<file path="config.mk">
export PLATFORM = sky130hd
export DESIGN_NAME = knn_train_loader
export DESIGN_NICKNAME = d
export VERILOG_FILES = /design/src/rtl/knn_pkg.sv /design/src/rtl/knn_train_loader.sv
export SDC_FILE = /design/constraint.sdc
export NUM_CORES = 1
export LEC_CHECK = 0
export CORE_ASPECT_RATIO = 1.25
export CORE_MARGIN = 3
export CORE_UTILIZATION = 40
export CTS_BUF_LIST = sky130_fd_sc_hd__clkbuf_8 sky130_fd_sc_hd__clkbuf_16
export DETAILED_ROUTE_END_ITERATION = 7
export GPL_TIMING_DRIVEN = 0
export PLACE_DENSITY = 0.66
export SLEW_MARGIN = 5
export SYNTH_ARGS = -nofsm -noshare
export SYNTH_HDL_FRONTEND = slang
export SYNTH_SLANG_ARGS = --single-unit
export TNS_END_PERCENT = 50
</file>
<file path="constraint.sdc">
create_clock -name clk -period 3.2 [get_ports clk]
set_input_delay 0.48 -clock clk [delete_from_list [all_inputs] [get_ports clk]]
set_output_delay 0.48 -clock clk [all_outputs]
set_load 0.03 [all_outputs]
</file>
<file path="src/rtl/knn_pkg.sv">
`default_nettype none
// ============================================================================
// Package     : knn_pkg
// Description : Training-sample BRAM geometry, packed-word field layout and
//               loader state encoding, shared by the train loader (writer) and
//               the distance engine (reader).
// Revision    : 1.0 - initial release
// ============================================================================
package knn_pkg;

    // BRAM geometry: one word per training sample
    localparam int DEPTH  = 64;
    localparam int ADDR_W = 6;
    localparam int DATA_W = 18;

    // Packed sample word layout
    localparam int X_MSB   = 17;
    localparam int X_LSB   = 10;
    localparam int Y_MSB   = 9;
    localparam int Y_LSB   = 2;
    localparam int CLS_BIT = 1;
    localparam int VLD_BIT = 0;

    // Loader sequencing: three byte-collection states, a one-cycle write
    // bubble and a one-cycle completion state
    typedef enum logic [2:0] {
        ST_IDLE  = 3'd0,
        ST_GET_X = 3'd1,
        ST_GET_Y = 3'd2,
        ST_GET_C = 3'd3,
        ST_WRITE = 3'd4,
        ST_DONE  = 3'd5
    } load_state_t;

endpackage
`default_nettype wire

</file>
<file path="src/rtl/knn_train_loader.sv">
`default_nettype none
// ============================================================================
// Module      : knn_train_loader
// Description : Writer side of the training-sample BRAM. Collects x, y and
//               class bytes from a valid/ready stream, packs each sample into
//               one word and writes words to addresses 0..DEPTH-1, then
//               reports completion so the engine only runs on a full set.
// Revision    : 1.0 - initial release
// ============================================================================
module knn_train_loader #(
    parameter int DEPTH  = knn_pkg::DEPTH,
    parameter int ADDR_W = knn_pkg::ADDR_W,
    parameter int DATA_W = knn_pkg::DATA_W
) (
    input  logic              clk,
    input  logic              reset,
    input  logic              load_start,
    input  logic              abort,
    input  logic [7:0]        in_data,
    input  logic              in_valid,
    output logic              in_ready,
    output logic              wr_en,
    output logic [ADDR_W-1:0] wr_addr,
    output logic [DATA_W-1:0] wr_data,
    output logic              busy,
    output logic              loaded,
    output logic              load_done,
    output logic              fmt_err,
    output logic [ADDR_W:0]   samples_written
);
    import knn_pkg::*;

    load_state_t       state;
    load_state_t       state_nxt;
    logic [7:0]        x_q;
    logic [7:0]        y_q;
    logic [ADDR_W:0]   count;
    logic [DATA_W-1:0] packed_word;
    logic              accept;
    logic              last_word;
    logic              start_load;
    logic              class_take;

    // A byte is consumed whenever the stream offers one and we are collecting
    assign accept     = in_valid && in_ready;

    // The word in flight is the final one of the set
    assign last_word  = (count[ADDR_W-1:0] == ADDR_W'(DEPTH - 1));

    // load_start is only honoured from IDLE; it outranks a same-cycle abort
    assign start_load = (state == ST_IDLE) && load_start;

    // Class byte accepted and not cancelled: this sample will be written
    assign class_take = (state == ST_GET_C) && accept && !abort;

    // Assemble the BRAM word from the latched coordinates and the live class byte
    always_comb begin
        packed_word          = '0;
        packed_word[X_MSB:X_LSB] = x_q;
        packed_word[Y_MSB:Y_LSB] = y_q;
        packed_word[CLS_BIT] = in_data[0];
        packed_word[VLD_BIT] = 1'b1;
    end

    // State register
    always_ff @(posedge clk or negedge reset) begin
        if (!reset) begin
            state <= ST_IDLE;
        end else begin
            state <= state_nxt;
        end
    end

    // Next-state and state-decoded outputs; abort returns to IDLE from any
    // collecting or writing state and suppresses the write strobe
    always_comb begin
        state_nxt = state;
        in_ready  = 1'b0;
        wr_en     = 1'b0;
        busy      = 1'b1;
        load_done = 1'b0;
        case (state)
            ST_IDLE: begin
                busy = 1'b0;
                if (load_start) begin
                    state_nxt = ST_GET_X;
                end
            end
            ST_GET_X: begin
                in_ready = 1'b1;
                if (abort) begin
                    state_nxt = ST_IDLE;
                end else if (accept) begin
                    state_nxt = ST_GET_Y;
                end
            end
            ST_GET_Y: begin
                in_ready = 1'b1;
                if (abort) begin
                    state_nxt = ST_IDLE;
                end else if (accept) begin
                    state_nxt = ST_GET_C;
                end
            end
            ST_GET_C: begin
                in_ready = 1'b1;
                if (abort) begin
                    state_nxt = ST_IDLE;
                end else if (accept) begin
                    state_nxt = ST_WRITE;
                end
            end
            ST_WRITE: begin
                wr_en = !abort;
                if (abort) begin
                    state_nxt = ST_IDLE;
                end else if (last_word) begin
                    state_nxt = ST_DONE;
                end else begin
                    state_nxt = ST_GET_X;
                end
            end
            ST_DONE: begin
                load_done = 1'b1;
                state_nxt = ST_IDLE;
            end
            default: begin
                busy      = 1'b0;
                state_nxt = ST_IDLE;
            end
        endcase
    end

    // Coordinate latches: x and y are held until the class byte completes the sample
    always_ff @(posedge clk or negedge reset) begin
        if (!reset) begin
            x_q <= 8'd0;
            y_q <= 8'd0;
        end else begin
            if ((state == ST_GET_X) && accept) begin
                x_q <= in_data;
            end
            if ((state == ST_GET_Y) && accept) begin
                y_q <= in_data;
            end
        end
    end

    // Write port registers: loaded once per sample so they hold between strobes
    always_ff @(posedge clk or negedge reset) begin
        if (!reset) begin
            wr_addr <= '0;
            wr_data <= '0;
        end else if (class_take) begin
            wr_addr <= count[ADDR_W-1:0];
            wr_data <= packed_word;
        end
    end

    // Word counter doubles as the write address; it only advances on a real write
    always_ff @(posedge clk or negedge reset) begin
        if (!reset) begin
            count <= '0;
        end else if (start_load) begin
            count <= '0;
        end else if (wr_en) begin
            count <= count + (ADDR_W + 1)'(1);
        end
    end

    // Completion level: set on the final write, cleared when a new load begins
    always_ff @(posedge clk or negedge reset) begin
        if (!reset) begin
            loaded <= 1'b0;
        end else if (start_load) begin
            loaded <= 1'b0;
        end else if (wr_en && last_word) begin
            loaded <= 1'b1;
        end
    end

    // Sticky format error: class bytes must be 0x00 or 0x01; any consumed
    // class byte counts, even one whose sample is cancelled by abort
    always_ff @(posedge clk or negedge reset) begin
        if (!reset) begin
            fmt_err <= 1'b0;
        end else if (start_load) begin
            fmt_err <= 1'b0;
        end else if ((state == ST_GET_C) && accept && (in_data[7:1] != 7'd0)) begin
            fmt_err <= 1'b1;
        end
    end

    assign samples_written = count;

endmodule
`default_nettype wire

</file>
# After elaboration in Yosys (flattened, before gate mapping)
# Cells that the tools add are included.
# Widths: inputs -> output; s select.
word_totals:
  ff_bits: 52
  input_bits: 13
  romBits: 0
  mem_bits_rw: 0
  out_inout_bits: 37
  memories: 0
  latch_bits: 0
  wordCells: 56
classes:
  shift: 0
  add_sub_neg: 1
  n_eq_ne: 10
  bitwise_logic: 0
  n_lt_le_gt_ge: 0
  mul: 0
  mux: 20
  n_reduce_logical: 17
  div: 0
op_table:
  columns: ["operator", "n"]
  rows:
  - ["$mux 3", 9]
  - ["$pmux 3 s5", 1]
  - ["$mux 7", 2]
  - ["$ne 3x3->1 const B", 3]
  - ["$logic_and 1x1->1", 8]
  - ["$mux 1", 8]
  - ["$add 7x1->7 const B", 1]
  - ["$reduce_bool 7->1", 1]
  - ["$eq 3x2->1 const B", 2]
  - ["$eq 3x3->1 const B", 2]
  - ["$eq 6x6->1 const B", 1]
  - ["$reduce_bool 2->1", 3]
  - ["$reduce_or 5->1", 1]
  - ["$reduce_and 4->1", 1]
  - ["$eq 3x1->1 const B", 1]
  - ["$logic_not 3->1", 1]
  - ["$reduce_or 3->1", 1]
  - ["$ne 2x2->1 const B", 1]
  - ["$logic_not 1->1", 1]

# Logic depth before layout (Yosys ltp)
# Gate-level depths: netlist of run 1.
logic_depth:
  ltp_word: 8
  ltp_mapped: 5
  mapped_depth_nobuf: 4

# Worst setup path after synthesis of run 1
# OpenSTA, ideal clock, no wires.
synth_path:
  path_type: "reg2out"
  from: "register state[2]"
  to: "output port busy"
  stages_incl_launch_ff: 4
  t_required_ps: 2720
  path_buffers: 1
  setup_slack_ps: 1551
  arrival_ps: 1169
  cell_sequence: "dfrtp_1 -> clkbuf_1 -> nor3_1 -> a21oi_1"
synth_between:
  elab_chain_cells: 3
  elab_cells_between_ends: 7
  cone_classes: "eq/ne: 5; mux: 1; reduce/logical: 1"
synth_rtl:
  columns: ["item", "line", "source"]
  rows:
  - ["start: declaration", "knn_train_loader.sv:33", "load_state_t state;"]
  - ["start signal: assignment", "knn_train_loader.sv:70", "state <= state_nxt;"]
  - ["$eq 3x2->1, or another cell as far along", "knn_train_loader.sv:82", "case (state)"]
  - ["$reduce_or 5->1 (no source line) (*)", null, null]
  - ["$mux 1 (*)", "knn_train_loader.sv:82", null]
  - ["end: declaration", "knn_train_loader.sv:25", "output logic busy,"]
# Mark *: on every way between the ends. The rest lies on a longest branch, timed or not.

# Final worst setup path of run 1
layout_path:
  from: "input port abort"
  to: "output port wr_en"
layout_between:
  elab_chain_cells: 2
layout_rtl:
  columns: ["item", "line", "source"]
  rows:
  - ["start: declaration", "knn_train_loader.sv:18", "input logic abort,"]
  - ["$logic_not 1->1", "knn_train_loader.sv:114", "wr_en = !abort;"]
  - ["$mux 1", "knn_train_loader.sv:82", null]
  - ["end: declaration", "knn_train_loader.sv:22", "output logic wr_en,"]
# No other way between the ends.

==> results.md, run 1 <==
* Layout cell share with drive strength beyond 1 at roughly 28%
* Largest family of logic cells by synthesized area: multiplexers
* Most frequent cells in the layout: 52 x dfrtp_1, 48 x clkdlybuf4s50_1, 39 x mux2_2
* CP Launch Type: primary input
* MaxCap Viol Count at 0
* WHS at between 0.15 and 0.2 ns
* # Post-CTS Setup Buffers at 0
* Synth area leaders: dfrtp_1 61%, mux2_2 20%, mux2i_1 1.9%
* Slew headroom at between 60 and 70%
* Final core area utilization at between 50% and 60%
* Wl on met1 at roughly 1800 um
* Synth Area in Compound Gates at 2.51%
* Global placer's final weighted congestion at roughly 0.74
* CTS Buffer Depth at 2
* Antenna viol nets, final at 0
* Post-CTS Resized at 0
* Min Tclk post-route at 2.80 ns
* Post-CTS Hold Fix Bufs at 0
* Overflow after GRT at 0
* Gr usage total at roughly 15%
* Starting Density at 41.9%
* CTS tree: yes
* Synth Area in Simple Gates at approximately a tenth
* Worst Setup End Kind: primary output
* WL met2 at about 2200 um
* HPWL after DPL at 3260 um
* Diodes inserted at 0
* Post-Synth XOR/XNOR Area at 0.817%
* Final hold viol count at 0
* VDD IR-drop max at roughly 0.28 mV
* Most common cell on crit path: clkdlybuf4s50_1
* Worst Path Arrival at 2.32 ns
* Vias per std cell at 5.16
* # rows at 29
* DR iter-0 viols at 82
* Vias post-DR at 1423
* Yosys top cell area share at 60.7%
* CTS Buf Count at 5
* CTS clk-pin slew, worst paths at 0.10 ns
* Drc violations at 0
* Root buffer cell: clkbuf_8
* Commonest non-fill, non-tap cell in the layout: dfrtp_1
* Die ar. at ~6300 um^2
* Tcrit/Tclk final at between 80 and 90%
* Worst Path Required at about 2.7 ns
* Mapped Avg Cell Area at ~14 um^2
* DRT Pass-1 Iters at 4
* Count of state elements after synthesis at 52
* Syn Inst Count at roughly 160
* Unrepaired setup endpoints after global routing: false
* Area growth syn-to-layout at 31.4%
* CP max stage cell: clkdlybuf4s50_1
* Slew at the pin closest to its max-slew limit at roughly 0.57 ns
* Initial antenna violation count at 0
* Fmax at ~0.36 GHz
* Routed length on met3 at approximately 250 um
* Leak at 0.00129 uW
* Number of global-route vias before repair at between 1500 and 2000
* Die H at a little under 90 um
* Post-synthesis cell area at between 2000 and 2500 um^2
* Leading area contributor after synthesis: dfrtp_1
* Worst-case clock skew at 0.00799 ns
* CP max FO at 7
* HP Class: primary input to asynchronous set/reset pin
* Pwr Density at approximately 800 nW/um^2
* Core footprint at 5120 um^2
* Post-synthesis mux area share at ~22%
* Status: finished clean
* WL final at ~4300 um
* Final net count at ~230
* Post-Route Setup TNS at 0 ns
* Cell-by-cell trace of the critical path: clkdlybuf4s50_1 > or4b_4 > clkinv_2 > clkdlybuf4s50_1
* Worst-skew pair later-pin latency at 0.30 ns
* I/O Buffers at 49
* WS Path Type: primary input to primary output
* Clock sinks at 52
* Max-slew violations at 0
* Highest metal used: met4
* Syn Nets at 170
* Per-cell routed wire length at between 15 and 20 um
* H-tree depth at 2
* Max incr delay on CP at between 0.6 and 0.7 ns
* Die X at 71.5 um
* Adder-Cell Fraction of Synth Area at less than 1%
* Setup violators final at 0
* First-pass GRT wire length at between 7000 and 8000 um
* IO Pins at 50
* Synth cell types at 31
* Synth warn at 0
* Seq/Total Area, Yosys at approximately three fifths
* Largest net degree at the start of global routing at 29
* # fillers at between 400 and 500
## sequential cells by signal, summed over array words and instances, names as in the netlist
signal,cells
fmt_err,1
y_q,8
x_q,8
loaded,1
state,3
samples_written,7
wr_data,18
wr_addr,6
## final timing paths
kind / from / slack, ns / endpoint / cells after the start
worst max register to register: state[2] / 1.46 / wr_data[16] / 5
worst min-delay path: reset / 0.16 / wr_data[12] / 1
worst min register to register: wr_data[0] / 0.47 / wr_data[0] / 1
max in group asynchronous: reset / 2.49 / y_q[7] / 2
min in group clk: wr_data[0] / 0.47 / wr_data[0] / 1
worst max-delay path: abort / 0.40 / wr_en / 4
## power breakdown
part | internal, uW | total (uW) | switching (uW)
sequential | 873 | 986 | 113
combinational | 436 | 894 | 458
clock | 155 | 367 | 212
total | 1460 | 2250 | 783
## cell type report
type | instances | area (um^2) | area share [%]
Sequential cell | 52 | 1300 | 46.2
Buffer | 9 | 42.5 | 1.51
Timing Repair Buffer | 50 | 505 | 17.9
Inverter | 2 | 8.76 | 0.311
Tap cell | 62 | 77.6 | 2.75
Clock buffer | 5 | 68.8 | 2.44
Multi-Input combinational cell | 93 | 791 | 28.1
Clock inverter | 3 | 21.3 | 0.755
## cells by family (layout without fill, tap and decap cells)
kind of cell / count (synthesis) / count (layout)
fa+ha+maj: 1 / 1
compound gates: 9 / 9
buf+inv: 11 / 69
simple gates: 38 / 38
xor+xnor: 2 / 2
mux: 43 / 43
flops: 52 / 52
## Yosys cell counts (all sizes together)
cell	instances
xnor2	1
dfrtp	52
nand2b	4
xor2	1
ha	1
nor2	4
nor4	1
and3b	1
o21ai	1
nand4	4
mux2i	4
nand2	9
o31a	1
a21oi	5
or2	1
and3	2
clkinv	1
or4b	2
clkbuf	2
o31ai	1
or3	1
nor4bb	2
and4	1
or2b	1
nor3	4
o21a	1
buf	7
inv	1
nand4b	1
mux2	39
## per-layer routing
layer	up-vias	track usage, %
li1	666	-
met1	713	18.0
met2	40	25.5
met3	4	3.67
met4	0	4.10
met5	-	0
## critical path: cells and delay by family
| kind | cells | cell delay, ns |
|---|---|---|
| buf+inv | 3 | 1.30 |
| simple gates | 1 | 0.54 |
## metrics by stage
stage | total power, uW | area [um^2] | setup WS, ns | cells
floorplan | 1540 | 2140 | 1.55 | 156
finish | 2250 | 2820 | 0.399 | 276
detailed placement | 1910 | 2730 | 0.401 | 268
CTS | 2280 | 2820 | 0.395 | 276
global route | 2380 | 2820 | 0.327 | 276
global placement | 1870 | 2710 | 0.261 | 267
Power figures use the tool's default switching activity.
==> run 2: changes to the inputs <==
--- a/config.mk
+++ b/config.mk
@@ -5,13 +5,14 @@
 export SDC_FILE = /design/constraint.sdc
 export NUM_CORES = 1
 export LEC_CHECK = 0
+export ABC_AREA = 1
 export CORE_ASPECT_RATIO = 1.25
 export CORE_MARGIN = 3
 export CORE_UTILIZATION = 40
 export CTS_BUF_LIST = sky130_fd_sc_hd__clkbuf_8 sky130_fd_sc_hd__clkbuf_16
 export DETAILED_ROUTE_END_ITERATION = 7
 export GPL_TIMING_DRIVEN = 0
-export PLACE_DENSITY = 0.66
+export PLACE_DENSITY = 0.65
 export SLEW_MARGIN = 5
 export SYNTH_ARGS = -nofsm -noshare
 export SYNTH_HDL_FRONTEND = slang
==> run 2 against run 1 <==
Effect of this change: global-route usage increased by 1.1 points; via count increased by 31%; sequential share of layout area decreased by 2.8 points; sequential power about the same; final area increased by 6.5%; register-to-register slack improved by 0.31 ns; sequential cell count unchanged; clock-buffer cell count unchanged; setup slack improved by 0.21 ns; core utilization decreased by 0.70 points; combinational power increased by 15%; first-iteration DRC count decreased by 16%; critical endpoint unchanged; largest power group is now combinational cells.
==> results.md, run 2 <==
* CP Launch Type: primary input (unchanged)
* I/O Buffers at 49 (unchanged)
* Most common cell in the synthesized netlist: nand2_1 (was dfrtp_1)
* Area growth syn-to-layout at 28.6% (was 31.4%)
* Diodes inserted at 0 (unchanged)
* Worst Path Required at 2.72 ns (about the same)
* Synth Flop Type: dfrtp_1 (unchanged)
* Leak at 0.00145 uW (was 0.00129 uW)
* CTS Buffer Depth at 2 (unchanged)
* HPWL after DPL at 3720 um (was 3260 um)
* Tcrit/Tclk final at 80.9% (was 87.5%)
* Cell-by-cell trace of the critical path: clkdlybuf4s50_1 > inv_2 > nand2_1 > nor2_4 > clkdlybuf4s50_1 (was clkdlybuf4s50_1 > or4b_4 > clkinv_2 > clkdlybuf4s50_1)
* CTS tree: yes (unchanged)
* HP Class: primary input to asynchronous set/reset pin (unchanged)
* Unrepaired setup endpoints after global routing: false (unchanged)
* Overflow after GRT at 0 (unchanged)
* Synth area leaders: dfrtp_1 56%, nand2_1 14%, nand3_1 5.8% (was dfrtp_1 61%, mux2_2 20%, mux2i_1 1.9%)
* # Post-CTS Setup Buffers at 0 (unchanged)
* Vias post-DR at 1868 (was 1423)
* Worst Path Arrival at 2.11 ns (was 2.32 ns)
* First-pass GRT wire length at 8470 um (was 7200 um)
* Antenna viol nets, final at 0 (unchanged)
* Post-synthesis mux area share at 0% (was 22.4%)
* Largest net degree at the start of global routing at 36 (was 29)
* DRT Pass-1 Iters at 4 (unchanged)
* Max reg flops at 18 (unchanged)
* Async set-or-reset flop fraction in the synthesized netlist at 100% (unchanged)
* Die X at 74.3 um (was 71.5 um)
* Most frequent cells in the layout: 85 x nand2_1, 52 x dfrtp_1, 48 x clkdlybuf4s50_1 (was 52 x dfrtp_1, 48 x clkdlybuf4s50_1, 39 x mux2_2)
* Final hold viol count at 0 (unchanged)
* # rows at 30 (was 29)
* Gr usage total at 15.7% (was 14.6%)
* Fmax at 0.386 GHz (was 0.357 GHz)
* Die H at 91.4 um (was 87.8 um)
* Commonest non-fill, non-tap cell in the layout: nand2_1 (was dfrtp_1)
* Most flop-heavy register: wr_data (unchanged)
* H-tree depth at 2 (unchanged)
* R2R depth at 7 (was 5)
* WS Path Type: primary input to primary output (unchanged)
* Yosys top cell area share at 55.8% (was 60.7%)
* Post-CTS Hold Fix Bufs at 0 (unchanged)
* Synth cell types at 26 (was 31)
* Synth Area in Simple Gates at 26.6% (was 10.6%)
* Starting Density at 42.3% (was 41.9%)
* Status: finished clean (unchanged)
* Syn Nets at 270 (was 170)
* Clock sinks at 52 (unchanged)
* Root buffer cell: clkbuf_8 (unchanged)
* CTS clk-pin slew, worst paths at 0.09 ns (was 0.10 ns)
* Setup violators final at 0 (unchanged)
* CP max FO at 10 (was 7)
* Layout cell share with drive strength beyond 1 at 14.4% (was 27.6%)
* Reg2reg end: fmt_err (was wr_data[16])
* Final net count at 327 (was 227)
* Number of global-route vias before repair at 1824 (was 1544)
* Largest family of logic cells by synthesized area: simple AND/OR/NAND/NOR gates (was multiplexers)
* Mapped Avg Cell Area at 9.11 um^2 (was 13.7 um^2)
* Post-synth EDFFs at 0 (unchanged)
* Synth Area in Compound Gates at 9.60% (was 2.51%)
* Crit path buf inv count at 3 (unchanged)
* Vias per std cell at 4.95 (was 5.16)
* Count of state elements after synthesis at 52 (unchanged)
* Seq/Total Area, Yosys at 55.8% (was 60.7%)
* Post-synthesis cell area at 2330 um^2 (was 2140 um^2)
* Crit path max-delay family: buffers and inverters (unchanged)
* Slew headroom at 70.8% (was 62.3%)
* CP max stage cell: clkdlybuf4s50_1 (unchanged)
* Reg2reg setup slack at 1.77 ns (was 1.46 ns)
* Multi-input logic area at 865 um^2 (was 791 um^2)
* Post-Route Setup TNS at 0 ns (unchanged)
* WL final at 5010 um (was 4320 um)
* Drc violations at 0 (unchanged)
* Min Tclk post-route at 2.59 ns (was 2.80 ns)
* Per-cell routed wire length at 13.3 um (was 15.6 um)
* Max-slew violations at 0 (unchanged)
* Post-CTS Resized at 0 (unchanged)
* MaxCap Viol Count at 0 (unchanged)
* CTS Buf Count at 5 (unchanged)
* Worst-skew pair later-pin latency at 0.30 ns (about the same)
* Synth warn at 0 (unchanged)
* Slew at the pin closest to its max-slew limit at 0.438 ns (was 0.565 ns)
* Largest regs: wr_data: 18 flops, x_q: 8 flops, y_q: 8 flops (unchanged)
* DR iter-0 viols at 69 (was 82)
* VDD IR-drop max at 0.413 mV (was 0.284 mV)
* Syn Inst Count at 256 (was 156)
* # fillers at 521 (was 423)
* FF-to-FF Start: state[2] (unchanged)
* Post-synth top cells: 85 x nand2_1, 52 x dfrtp_1, 27 x nand3_1, 20 x inv_1, 14 x o21ai_2 (was 52 x dfrtp_1, 39 x mux2_2, 9 x nand2_1, 7 x buf_2, 5 x a21oi_1)
* Initial antenna violation count at 0 (unchanged)
* Core footprint at 5520 um^2 (was 5120 um^2)
* Worst Setup End Kind: primary output (unchanged)
* Post-Synth XOR/XNOR Area at 0.376% (was 0.817%)
* Pwr Density at 801 nW/um^2 (was 798 nW/um^2)
* Most common cell on crit path: clkdlybuf4s50_1 (unchanged)
* Reg area at 1300 um^2 (unchanged)
* Max incr delay on CP at 0.72 ns (was 0.69 ns)
* Adder-Cell Fraction of Synth Area at 0.536% (was 0.584%)
* Global placer's final weighted congestion at 0.830 (was 0.744)
* Worst-case clock skew at 0.00246 ns (was 0.00799 ns)
* Final core area utilization at 54.4% (was 55.1%)
* Die ar. at 6790 um^2 (was 6280 um^2)
* Leading area contributor after synthesis: dfrtp_1 (unchanged)
* IO Pins at 50 (unchanged)
==> run 2: layer usage <==
layer | wire [um] | up-vias | global-route usage, %
met5 | 0 | - | 0
met3 | 273 | 6 | 3.32
li1 | - | 938 | -
met2 | 2400 | 42 | 26.0
met1 | 2260 | 882 | 20.5
met4 | 65 | 0 | 4.45
==> run 2: how the worst max path moves through the flow <==
stage	from	endpoint	slack (ns)	cells past startpoint
after floorplan	state[0]	busy	1.52	2
after global placement	reset	wr_data[15]	0.03	1
after detailed placement	abort	wr_en	0.62	5
after CTS	abort	wr_en	0.61	5
after global routing	abort	wr_en	0.53	5
final	abort	wr_en	0.61	5
==> run 2: metrics by stage <==
step | hold WS (ns) | cells | instance area (um^2) | setup WS (ns) | power [uW]
5_1_grt | 0.133 | 377 | 3000 | 0.529 | 2560
3_3_place_gp | 0.449 | 369 | 2900 | 0.0314 | 2050
4_1_cts | 0.117 | 377 | 3000 | 0.608 | 2430
2_1_floorplan | 0.184 | 256 | 2330 | 1.52 | 1660
3_5_place_dp | 0.447 | 370 | 2920 | 0.618 | 2070
6_report | 0.107 | 377 | 3000 | 0.610 | 2400
==> run 2: cells by family after synthesis <==
logic type      Yosys count
xor+xnor                  1
flops                    52
compound gates           33
buf+inv                  32
simple gates            137
fa+ha+maj                 1
==> run 2: area by class of cell <==
| type | count | share of cell area [%] |
|---|---|---|
| well taps | 64 | 2.67 |
| repair buffers | 50 | 16.9 |
| inverters | 23 | 2.88 |
| clock inverters | 2 | 0.417 |
| multi-input cells | 172 | 28.8 |
| plain buffers | 9 | 2.67 |
| clock buffers | 5 | 2.29 |
| flip-flops and latches | 52 | 43.4 |
==> run 2: power breakdown <==
group / internal [uW] / leakage, uW / switching (uW)
Sequential: 878 / 0.000679 / 134
Combinational: 413 / 0.000736 / 618
Clock: 149 / 0.0000400 / 210
==> run 3: changes to the inputs <==
--- a/config.mk
+++ b/config.mk
@@ -12,7 +12,7 @@
 export CTS_BUF_LIST = sky130_fd_sc_hd__clkbuf_8 sky130_fd_sc_hd__clkbuf_16
 export DETAILED_ROUTE_END_ITERATION = 7
 export GPL_TIMING_DRIVEN = 0
-export PLACE_DENSITY = 0.65
+export PLACE_DENSITY = 0.68
 export SLEW_MARGIN = 5
 export SYNTH_ARGS = -nofsm -noshare
 export SYNTH_HDL_FRONTEND = slang
==> constraint.sdc (replaced) <==
create_clock -name clk -period 2.35 [get_ports clk]
set_input_delay 0.3525 -clock clk [delete_from_list [all_inputs] [get_ports clk]]
set_output_delay 0.3525 -clock clk [all_outputs]
set_load 0.03 [all_outputs]
==> run 3 against run 2 <==
Effect of this change: critical path type is now register to primary output; combinational power increased by 37%; total power increased by 41%; clock skew grew 0.0039 ns; critical endpoint is now in_ready; largest power group unchanged; largest cell class unchanged.
==> results.md, run 3 (synthesis gave the netlist of run 2 again) <==
* VDD IR-drop max at 0.489 mV (was 0.413 mV)
* Most common cell on crit path: nor2_1 (was clkdlybuf4s50_1)
* DR iter-0 viols at 96 (was 69)
* Slew headroom at 49.4% (was 70.8%)
* Worst-skew pair later-pin latency at 0.30 ns (about the same)
* Crit path buf inv count at 1 (was 3)
* First-pass GRT wire length at 8330 um (was 8470 um)
* Max reg flops at 18 (unchanged)
* Starting Density at 42.3% (unchanged)
* MaxCap Viol Count at 0 (unchanged)
* Setup violators final at 0 (unchanged)
* Final hold viol count at 0 (unchanged)
* Min Tclk post-route at roughly 2.1 ns
* Overflow after GRT at 0 (unchanged)
* CP max stage cell: clkdlybuf4s50_1 (unchanged)
* Drc violations at 0 (unchanged)
* Area growth syn-to-layout at 30.2% (was 28.6%)
* DRT Pass-1 Iters at 6 (was 4)
* Root buffer cell: clkbuf_8 (unchanged)
* # Post-CTS Setup Buffers at 0 (unchanged)
* CTS Buffer Depth at 2 (unchanged)
* Per-cell routed wire length at 13.0 um (was 13.3 um)
* Worst Path Arrival at 1.74 ns (was 2.11 ns)
* Die X at 74.3 um (unchanged)
* Cell-by-cell trace of the critical path: nor2_1 > nor2_1 > clkdlybuf4s50_1 (was clkdlybuf4s50_1 > inv_2 > nand2_1 > nor2_4 > clkdlybuf4s50_1)
* CTS tree: yes (unchanged)
* Worst-case clock skew at 0.00632 ns (was 0.00246 ns)
* Switching share of power at 38.6% (was 40.1%)
* Final net count at 327 (unchanged)
* CTS Buf Count at 5 (unchanged)
* Global placer's final weighted congestion at 0.841 (was 0.830)
* Die ar. at 6790 um^2 (unchanged)
* Final core area utilization at 55.0% (was 54.4%)
* Switch Pwr at 1300 uW (was 962 uW)
* Combinational share of power at 41.6% (was 42.9%)
* IO Pins at 50 (unchanged)
* Pwr Density at 1110 nW/um^2 (was 801 nW/um^2)
* CP Launch Type: register (was primary input)
* Die H at 91.4 um (unchanged)
* Crit path max-delay family: buffers and inverters (unchanged)
* Core footprint at 5520 um^2 (unchanged)
* Met2 layer usage reported by global route at 26.0% (unchanged)
* Vias post-DR at 1845 (was 1868)
* Layout cell share with drive strength beyond 1 at 14.6% (was 14.4%)
* CP max FO at 7 (was 10)
* Gr usage total at 15.7% (about the same)
* M1 GR Usage at 20.4% (was 20.5%)
* HP Class: primary input to asynchronous set/reset pin (unchanged)
* Unrepaired setup endpoints after global routing: false (unchanged)
* Vias per std cell at 4.88 (was 4.95)
* H-tree depth at 2 (unchanged)
* Antenna viol nets, final at 0 (unchanged)
* # rows at 30 (unchanged)
* Commonest non-fill, non-tap cell in the layout: nand2_1 (unchanged)
* Clock network power share at 17.8% (was 14.9%)
* Post-CTS Hold Fix Bufs at 0 (unchanged)
* Tcrit/Tclk final at between 80% and 90%
* Gr busiest metal: met2 (unchanged)
* CTS clk-pin slew, worst paths at 0.09 ns (about the same)
* Largest regs: wr_data: 18 flops, x_q: 8 flops, y_q: 8 flops (unchanged)
* Initial antenna violation count at 0 (unchanged)
* Max incr delay on CP at 0.69 ns (was 0.72 ns)
* # fillers at 519 (was 521)
* Leak at 0.00148 uW (was 0.00145 uW)
* Diodes inserted at 0 (unchanged)
* Status: finished clean (unchanged)
* Largest net degree at the start of global routing at 33 (was 36)
* Max-slew violations at 0 (unchanged)
* Internal cell power at 2070 uW (was 1440 uW)
* Worst Path Required at 2.00 ns (was 2.72 ns)
* WL final at 4910 um (was 5010 um)
* Fmax at 0.478 GHz
* Slew at the pin closest to its max-slew limit at 0.759 ns (was 0.438 ns)
* I/O Buffers at 49 (unchanged)
* Post-Route Setup TNS at 0 ns (unchanged)
* Clock sinks at 52 (unchanged)
* HPWL after DPL at 3680 um (was 3720 um)
* WS Path Type: register to primary output (was primary input to primary output)
* Met3 Use GR at 3.54% (was 3.32%)
* Power share of the sequential group at 40.6% (was 42.2%)
* Worst Setup End Kind: primary output (unchanged)
* Most flop-heavy register: wr_data (unchanged)
* Most frequent cells in the layout: 85 x nand2_1, 52 x dfrtp_1, 47 x clkdlybuf4s50_1 (was 85 x nand2_1, 52 x dfrtp_1, 48 x clkdlybuf4s50_1)
* Number of global-route vias before repair at 1786 (was 1824)
[run 3: cell count changes in the layout (fill, tap and decap cells not counted)]
cell | previous run | this run
buf_12 | 1 | 0
buf_16 | 0 | 1
bufinv_16 | 0 | 1
clkdlybuf4s50_1 | 48 | 47
dlygate4sd2_1 | 0 | 1
[run 3: final timing paths]
| check | endpoint | startpoint | slack [ns] | depth (start not counted) |
|---|---|---|---|---|
| worst max-delay path | in_ready | state[0] | 0.26 | 3 |
| worst min-delay path | loaded | reset | 0.11 | 1 |
| worst max register to register | fmt_err | state[2] | 0.92 | 7 |
| worst min register to register | wr_data[15] | wr_data[15] | 0.48 | 2 |
| max in group asynchronous | wr_addr[3] | reset | 1.68 | 2 |
| min in group clk | wr_data[15] | wr_data[15] | 0.48 | 2 |
[run 3: metrics by stage]
| stage | area [um^2] | total power [uW] | instances | worst slack, ns | hold slack, ns |
|---|---|---|---|---|---|
| 2_1_floorplan | 2330 | 2260 | 256 | 0.794 | 0.0569 |
| 3_3_place_gp | 2900 | 2790 | 369 | -0.656 | 0.449 |
| 3_5_place_dp | 2930 | 2820 | 370 | -0.00620 | 0.454 |
| 4_1_cts | 3040 | 3420 | 378 | 0.243 | 0.137 |
| 5_1_grt | 3040 | 3620 | 378 | 0.157 | 0.169 |
| 6_report | 3040 | 3380 | 378 | 0.258 | 0.111 |
[run 3: per-layer routing]
layer / share of wire, % / vias up
met3: 5.2 / 6
met5: 0 / -
met2: 50 / 42
li1: - / 935
met1: 43 / 862
met4: 1.2 / 0
[run 3: area by class of cell]
class,instances,area [um^2],area share [%]
buffer,9,80.1,2.64
clock buffer,5,68.8,2.27
clock inverter,3,42.5,1.40
inverter,23,86.3,2.84
multi-input combinational,172,865,28.5
sequential,52,1300,42.9
tap,64,80.1,2.64
timing repair buffer,50,512,16.9
[run 3: what timing repair did]
action | in CTS | in global routing
hold endpoints to repair | 0 | 0
gates resized for setup | 1 | 0
setup endpoints to repair | 1 | 0
[run 3: power groups by stage]
| stage | logic [uW] | clock network [uW] | registers, uW |
|---|---|---|---|
| global route | 1550 | 654 | 1420 |
| finish | 1410 | 600 | 1370 |
| floorplan | 582 | 0 | 1680 |
| detailed placement | 1430 | 0 | 1390 |
| CTS | 1430 | 618 | 1370 |
| global placement | 1400 | 0 | 1390 |
